### src/rtl/and_gate_pkg.sv
// and_gate_pkg: shared defaults and helpers for the AND gate primitive.
// Provides width defaults and the saturating counter increment.
package and_gate_pkg;

  localparam int AND_WIDTH_DEF = 1;
  localparam int AND_CNT_W_DEF = 16;

  // Increment cnt unless it already equals max (no wrap).
  function automatic logic [63:0] sat_inc(
    input logic [63:0] cnt,
    input logic [63:0] max
  );
    return (cnt == max) ? cnt : cnt + 64'd1;
  endfunction

endpackage

### src/rtl/and_gate_cell.sv
// and_gate_cell: single-bit AND primitive.
// Ports: a, b operands; y = a & b.
module and_gate_cell (
  input  logic a,
  input  logic b,
  output logic y
);

  assign y = a & b;

endmodule

### src/rtl/and_gate.sv
// and_gate: WIDTH-bit AND with a clocked observation stage.
// Ports: out_ = in_a & in_b (comb); clk, rst (sync, active-high);
// out_q = out_ delayed 1 cycle; rise = 1-cycle pulse on &out_ 0->1;
// hi_count = saturating count of cycles with &out_ = 1.
// Macro AND_GATE_NAND_EN adds out_n = ~out_ (comb).
module and_gate
  import and_gate_pkg::*;
#(
  parameter int WIDTH = AND_WIDTH_DEF,
  parameter int CNT_W = AND_CNT_W_DEF
) (
  output logic [WIDTH-1:0] out_,
  input  logic [WIDTH-1:0] in_a,
  input  logic [WIDTH-1:0] in_b,
  input  logic             clk,
  input  logic             rst,
  output logic [WIDTH-1:0] out_q,
  output logic             rise,
  output logic [CNT_W-1:0] hi_count
`ifdef AND_GATE_NAND_EN
  ,
  output logic [WIDTH-1:0] out_n
`endif
);

  localparam logic [63:0] CNT_MAX = 64'({CNT_W{1'b1}});

  logic all_hi;
  logic prev_hi;

  for (genvar i = 0; i < WIDTH; i++) begin : g_cell
    and_gate_cell u_cell (
      .a (in_a[i]),
      .b (in_b[i]),
      .y (out_[i])
    );
  end

  assign all_hi = &out_;

`ifdef AND_GATE_NAND_EN
  assign out_n = ~out_;
`endif

  always_ff @(posedge clk) begin
    if (rst) begin
      out_q    <= '0;
      rise     <= 1'b0;
      prev_hi  <= 1'b0;
      hi_count <= '0;
    end else begin
      out_q   <= out_;
      rise    <= all_hi & ~prev_hi;
      prev_hi <= all_hi;
      if (all_hi)
        hi_count <= CNT_W'(sat_inc(64'(hi_count), CNT_MAX));
    end
  end

endmodule

### config.mk
export PLATFORM = sky130hd
export DESIGN_NAME = and_gate
export DESIGN_NICKNAME = d
export VERILOG_FILES = /design/src/rtl/and_gate_pkg.sv /design/src/rtl/and_gate_cell.sv /design/src/rtl/and_gate.sv
export SDC_FILE = /design/constraint.sdc
export NUM_CORES = 1
export LEC_CHECK = 0
export CORE_MARGIN = 4
export CORE_UTILIZATION = 40
export DETAILED_ROUTE_END_ITERATION = 12
export PLACE_DENSITY = 0.77
export SYNTH_ARGS = -nofsm -noshare
export SYNTH_HDL_FRONTEND = slang
export SYNTH_SLANG_ARGS = --single-unit
### constraint.sdc
create_clock -name clk -period 3.6 [get_ports clk]
set_input_delay 0.72 -clock clk [delete_from_list [all_inputs] [get_ports clk]]
set_output_delay 0.72 -clock clk [all_outputs]
set_load 0.02 [all_outputs]
# [Word-level counts from Yosys, hierarchy flattened]
# Index checks and enable logic that the tools add are counted.
[word_totals] register_bits=18 latchBits=0 ramBits=0 mem_bits_ro=0 in_bits=4 memories=0
[op_classes] n_addsub=1 multipliers=0 n_div=0 n_lt_le_gt_ge=0 n_eq_ne=1 shifts=0 muxes=0 n_bitwise=4 n_reduce_logical=1
[op_table] cell="$add A16 B1 Y16 const B" n=1
[op_table] cell="$eq A16 B16 Y1 const B" n=1
[op_table] cell="$and A1 B1 Y1" n=2
[op_table] cell="$not A1 Y1" n=2
[op_table] cell="$reduce_and A2 Y1" n=1

# [Longest topological paths before layout]
# Gate-level depths: netlist of the first run.
[logic_depth] depth_word=3 mapped_depth=6 depth_no_buf=5

# [Modules after synthesis]
# From an unflattened synthesis of the first run, not the netlist that was laid out.
[hier_totals] cells_unflattened=104 area_unflattened_um2=892.1
[by_module_without_submodules] mod="and_gate" instances=1 cells_per_inst=103 area_each_um2=885.8
[by_module_without_submodules] mod="and_gate_cell" instances=1 cells_per_inst=1 area_each_um2=6.3

# [Worst setup path after synthesis of the first run]
# Ideal clock, no wire load.
[synth_timing] kind="input port to flip-flop" from="input port in_a" to="register hi_count[9]" setup_ns=0.121 t_arrival_ns=1.908 required_time_ns=3.479 setup_slack_ns=1.571 path_stages=5 n_path_buf=1 path_cell_list="nand2_1 or2_2 buf_2 nor4b_1 mux2_2"
[synth_between] elab_chain_cells=2
[synth_rtl] item="start, declared" line_no="and_gate.sv:13" source="input logic [WIDTH-1:0] in_a,"
[synth_rtl] item="$and A1 B1 Y1" line_no="and_gate_cell.sv:9" source="assign y = a & b;"
[synth_rtl] item="$reduce_and A2 Y1 (no line)"
[synth_rtl] item="end signal, assigned" line_no="and_gate.sv:56" source="hi_count <= CNT_W'(sat_inc(64'(hi_count), CNT_MAX));"
[synth_rtl] item="end, declared" line_no="and_gate.sv:19" source="output logic [CNT_W-1:0] hi_count"
# Every way passes these cells.
# A chain may end at the register's enable or synchronous reset.

# [Worst setup path in the final report of the first run]
[layout_timing] from="input port in_b" to="output port out_"
[layout_between] elab_chain_cells=1
[layout_rtl] item="start, declared" line_no="and_gate.sv:14" source="input logic [WIDTH-1:0] in_b,"
[layout_rtl] item="$and A1 B1 Y1" line_no="and_gate_cell.sv:9"
[layout_rtl] item="end, declared" line_no="and_gate.sv:12" source="output logic [WIDTH-1:0] out_,"
# Every way passes these cells.

==> reports/results.tsv, run 1 <==
metric	value	unit
run_status	complete, no violations	
dieArea	3020	um2
pin_count	23	
firstDrtPassIters	4	
period_share	81.2	%
power	0.350	mW
endpoint_kind	output port	
nFillCells	187	
cp_common_cell	clkdlybuf4s50_1	
setup-tns-final	0	ps
fin_ws	675	ps
drv_cap	0	
fin_cells	153	
synth.largest_area_cell	dfxtp_1	
syn-num-nets	109	
start_util	43.7	%
min_period	2920	ps
grt_pass1_wl	3190	um
hold_viol_final	0	
grt.total_usage	14.6	%
finalSetupViolCount	0	
worstPathRequired	2880	ps
seq_area_frac_synth	40.8	%
clk_latency	290	ps
path_clk_slew	100	ps
arrival	2200	ps
rsz0062_at_grt	no	
cp_max_fo	16	
powerDensity	302	nW/um2
drive_gt1_share	9.52	%
fin_area	1160	um2
ant_nets	0	
gp_congestion	0.747	
fp-row-count	16	
final_common_cell	clkdlybuf4s50_1	
yosys-top-cells-area	dfxtp_1, a21oi_1, or4_1, o31ai_1, mux2_2	
cts_setup_buffers	0	
critPathSlowestCell	clkdlybuf4s50_1	
areaGrowthSynthToFinish	31.3	%
drc	0	
netlist-cell-type-count	30	
antenna_found_initial	0	
diodes	0	
place_ws	668	ps
max_freq	342	MHz
cts_resized	0	
top_usage_layer	met2	
synthCells	104	
layout_common_cells	clkdlybuf4s50_1, dfxtp_1, a21oi_1, nand2_1, or4_1	
cp.buffers_inverters	3	
slew_violations	0	
die_x	55.0	um
relSlewSlack	51.3	%
dp.cells	149	
hold_class	reg2reg	
cp_top_family	buffers and inverters	
vias	860	
syn-cell-area	883	um2
avgSynthCellArea	8.49	um2
cts_hold_buf	0	
startpoint_type	primary input	
grt.overflow.total	0	
path_cells	clkdlybuf4s50_1 -> nand2_1 -> inv_1 -> clkdlybuf4s50_1	
gr-usage-met2	23.0	%
p_leak	0.360	nW
vias_per_cell	5.62	
cpPeakStageDelay	610	ps
cts_sinks	18	
grt_pass1_vias	720	
grt_max_degree	22	
numCtsBuffers	3	
drt_iter0_markers	16	
portBuffers	22	
final_util	57.4	%
clockBufferDepth	2	
hpwl	1430	um
post_drt_wl_per_cell	12.7	um
path_class	in2out	
yosys_warnings	0	
yosysTopAreaCellShare	40.8	%
routed_wl	1950	um
met3_usage	1.88	%
gr-usage-met1	18.5	%
clockRootBuffer	clkbuf_4	
final.setup_skew	1.39	ps
die_h	55.0	um
worst_pin_slew	728	ps
fin_nets	132	
ir_worst_vdd	219	uV
ys_ff_latch	18	
hold_ws	432	ps
dpl_cell_area	1120	um2
cts_tree	yes	
h-tree-depth	1	
core-area	2020	um2
-- worst paths after layout --
check / startpoint / end / slack [ps] / cells after the start
worst min-delay path: prev_hi / rise / 430 / 1
worst max-delay path: in_b / out_ / 680 / 4
worst min register to register: prev_hi / rise / 430 / 1
worst max register to register: hi_count[0] / hi_count[13] / 1660 / 5
-- state kept, by name, summed over array words and instances, names as in the netlist --
name	count
hi_count	16
prev_hi	1
rise	1
-- cell usage after synthesis, drive strengths merged --
cell / instances
a21oi: 11
nand4: 5
or2: 1
mux2: 3
o21bai: 1
or3: 3
o21ba: 1
nor4: 3
or4: 8
nand2: 8
nand2b: 1
nor2b: 3
o21ai: 4
inv: 3
o31ai: 6
nand3: 4
buf: 2
ha: 1
nor3b: 1
clkbuf: 3
nor4b: 1
nor3: 3
and2: 1
o21a: 1
mux2i: 1
nor2: 6
o41ai: 1
dfxtp: 18
-- logic make-up after synthesis --
| family | Yosys count | share of synthesized area (%) |
|---|---|---|
| AOI/OAI and AO/OA | 25 | 17.4 |
| adders and majority gates | 1 | 1.42 |
| DFF | 18 | 40.8 |
| and+or+nand+nor | 48 | 31.7 |
| muxes | 4 | 4.96 |
| buffers and inverters | 8 | 3.68 |
-- area by class of cell --
cell class,instances,area [um2],share of cell area (%)
sequential,18,360,31.1
timing repair buffer,23,228,19.6
clock buffer,4,36.3,3.13
inverter,3,11.3,0.971
tap,27,33.8,2.91
multi-input combinational,78,490,42.3
-- report_power, final --
group | internal (mW) | switching [mW]
Clock | 0.0616 | 0.0638
Combinational | 0.00973 | 0.0118
Sequential | 0.201 | 0.00192
-- metal layers --
metal	wire (um)	part of all wire (%)
met5	0	0
met1	838	43
met4	51	2.6
met3	87	4.5
met2	971	50
(Power assumes the default switching activity.)
==> inputs of run 2 (changes only) <==
Clock period 3.6 ns to 3 ns, I/O delays scaled along.
==> reports/results.tsv, run 2 (synthesis gave the netlist of run 1 again) <==
metric	value	unit	change
run_status	complete, no violations		unchanged
nFillCells	204		was 187
powerDensity	363	nW/um2	was 302 nW/um2
cts_sinks	18		unchanged
setup-tns-final	0	ps	unchanged
hold_class	reg2reg		unchanged
multi_input_area	490	um2	unchanged
cts_resized	0		unchanged
routed_wl	2030	um	was 1950 um
vias_per_cell	5.57		was 5.62
grt_max_degree	22		unchanged
clockBufferDepth	2		unchanged
endpoint_kind	output port		unchanged
layout_common_cells	clkdlybuf4s50_1, dfxtp_1, a21oi_1, nand2_1, or4_1		unchanged
h-tree-depth	1		unchanged
firstDrtPassIters	4		unchanged
p_leak	0.360	nW	unchanged
die_h	55.0	um	unchanged
power	0.421	mW	was 0.350 mW
cp_top_family	buffers and inverters		unchanged
path_cells	clkdlybuf4s50_1 -> nand2_1 -> inv_1 -> clkdlybuf4s50_1		unchanged
r2r_cells	5		unchanged
met3_length	49	um	was 87 um
grt.total_usage	15.5	%	was 14.6%
cts_setup_buffers	0		unchanged
top_regs	hi_count (16), prev_hi (1), rise (1)		unchanged
antenna_found_initial	0		unchanged
path_clk_slew	100	ps	about the same
hold_ws	429	ps	was 432 ps
final_common_cell	clkdlybuf4s50_1		unchanged
cp_max_fo	16		unchanged
min_period	2670	ps	
rsz0062_at_grt	no		unchanged
final.setup_skew	2.85	ps	was 1.39 ps
start_util	43.7	%	unchanged
gp_congestion	0.737		was 0.747
startpoint_type	primary input		unchanged
largest_reg_flops	16		unchanged
numCtsBuffers	3		unchanged
cts_hold_buf	0		unchanged
fin_nets	132		unchanged
cpPeakStageDelay	610	ps	about the same
hpwl	1470	um	was 1430 um
worst_pin_slew	717	ps	was 728 ps
path_class	in2out		unchanged
grt.overflow.total	0		unchanged
fp-row-count	16		unchanged
ir_worst_vdd	239	uV	was 219 uV
area.sequential	360	um2	unchanged
hold_viol_final	0		unchanged
slew_violations	0		unchanged
drv_cap	0		unchanged
pin_count	23		unchanged
drc	0		unchanged
clockRootBuffer	clkbuf_4		unchanged
vias	852		was 860
critPathSlowestCell	clkdlybuf4s50_1		unchanged
areaGrowthSynthToFinish	31.3	%	unchanged
holdPathStages	1		unchanged
arrival	2070	ps	was 2200 ps
wl_met1	948	um	was 838 um
largest_register	hi_count		unchanged
die_x	55.0	um	unchanged
wl_met2	978	um	was 971 um
max_freq	375	MHz	
drt_iter0_markers	23		was 16
post_drt_wl_per_cell	13.2	um	was 12.7 um
clk_latency	300	ps	was 290 ps
cts_tree	yes		unchanged
cp.buffers_inverters	3		unchanged
cp_common_cell	clkdlybuf4s50_1		unchanged
worstPathRequired	2400	ps	was 2880 ps
finalSetupViolCount	0		unchanged
grt_pass1_wl	3310	um	was 3190 um
ant_nets	0		unchanged
relSlewSlack	52.0	%	was 51.3%
portBuffers	22		unchanged
top_layer	met4		unchanged
dieArea	3020	um2	unchanged
drive_gt1_share	9.52	%	unchanged
core-area	2020	um2	unchanged
period_share	88.9	%	
cp_num_cells	4		unchanged
diodes	0		unchanged
grt_pass1_vias	713		was 720
run 2: cell counts in the layout (fill, tap and decap cells not counted):
Identical to the previous run, type by type.
run 2: worst reg2reg max path, delay by kind of cell, from the launching register on:
| kind | cells | cell delay (ps) |
|---|---|---|
| AND/OR/NAND/NOR | 3 | 890 |
| flip-flops | 1 | 420 |
| multiplexers | 1 | 290 |
| adder cells (fa/ha/maj) | 1 | 260 |
run 2: area by class of cell:
class                           instances  share of cell area, %
Clock buffer                            4                   3.13
Inverter                                3                  0.971
Multi-Input combinational cell         78                   42.3
Sequential cell                        18                   31.1
Tap cell                               27                   2.91
Timing Repair Buffer                   23                   19.6
run 2: worst paths after layout:
check | start | to | slack [ps]
worst min-delay path | prev_hi | rise | 430
worst max register to register | hi_count[0] | hi_count[13] | 1040
worst max-delay path | in_a | out_ | 330
worst min register to register | prev_hi | rise | 430
run 2: power breakdown:
group	switching, mW	internal (mW)
clock	0.0777	0.0741
combinational	0.0141	0.0117
sequential	0.00207	0.241
run 2: stage by stage:
stage               cells  cell area [um2]  util, %  setup slack, ps
floorplan             104              883        -             1090
global placement      149             1120     55.6              343
detailed placement    149             1120     55.6              321
CTS                   153             1160     57.4              319
global route          153             1160     57.4              219
finish                153             1160     57.4              333
run 2: metal layers:
| metal | vias up | track usage [%] |
|---|---|---|
| li1 | 436 | - |
| met1 | 393 | 20.8 |
| met2 | 18 | 22.2 |
| met3 | 5 | 1.61 |
| met4 | 0 | 12.1 |
| met5 | - | 0 |
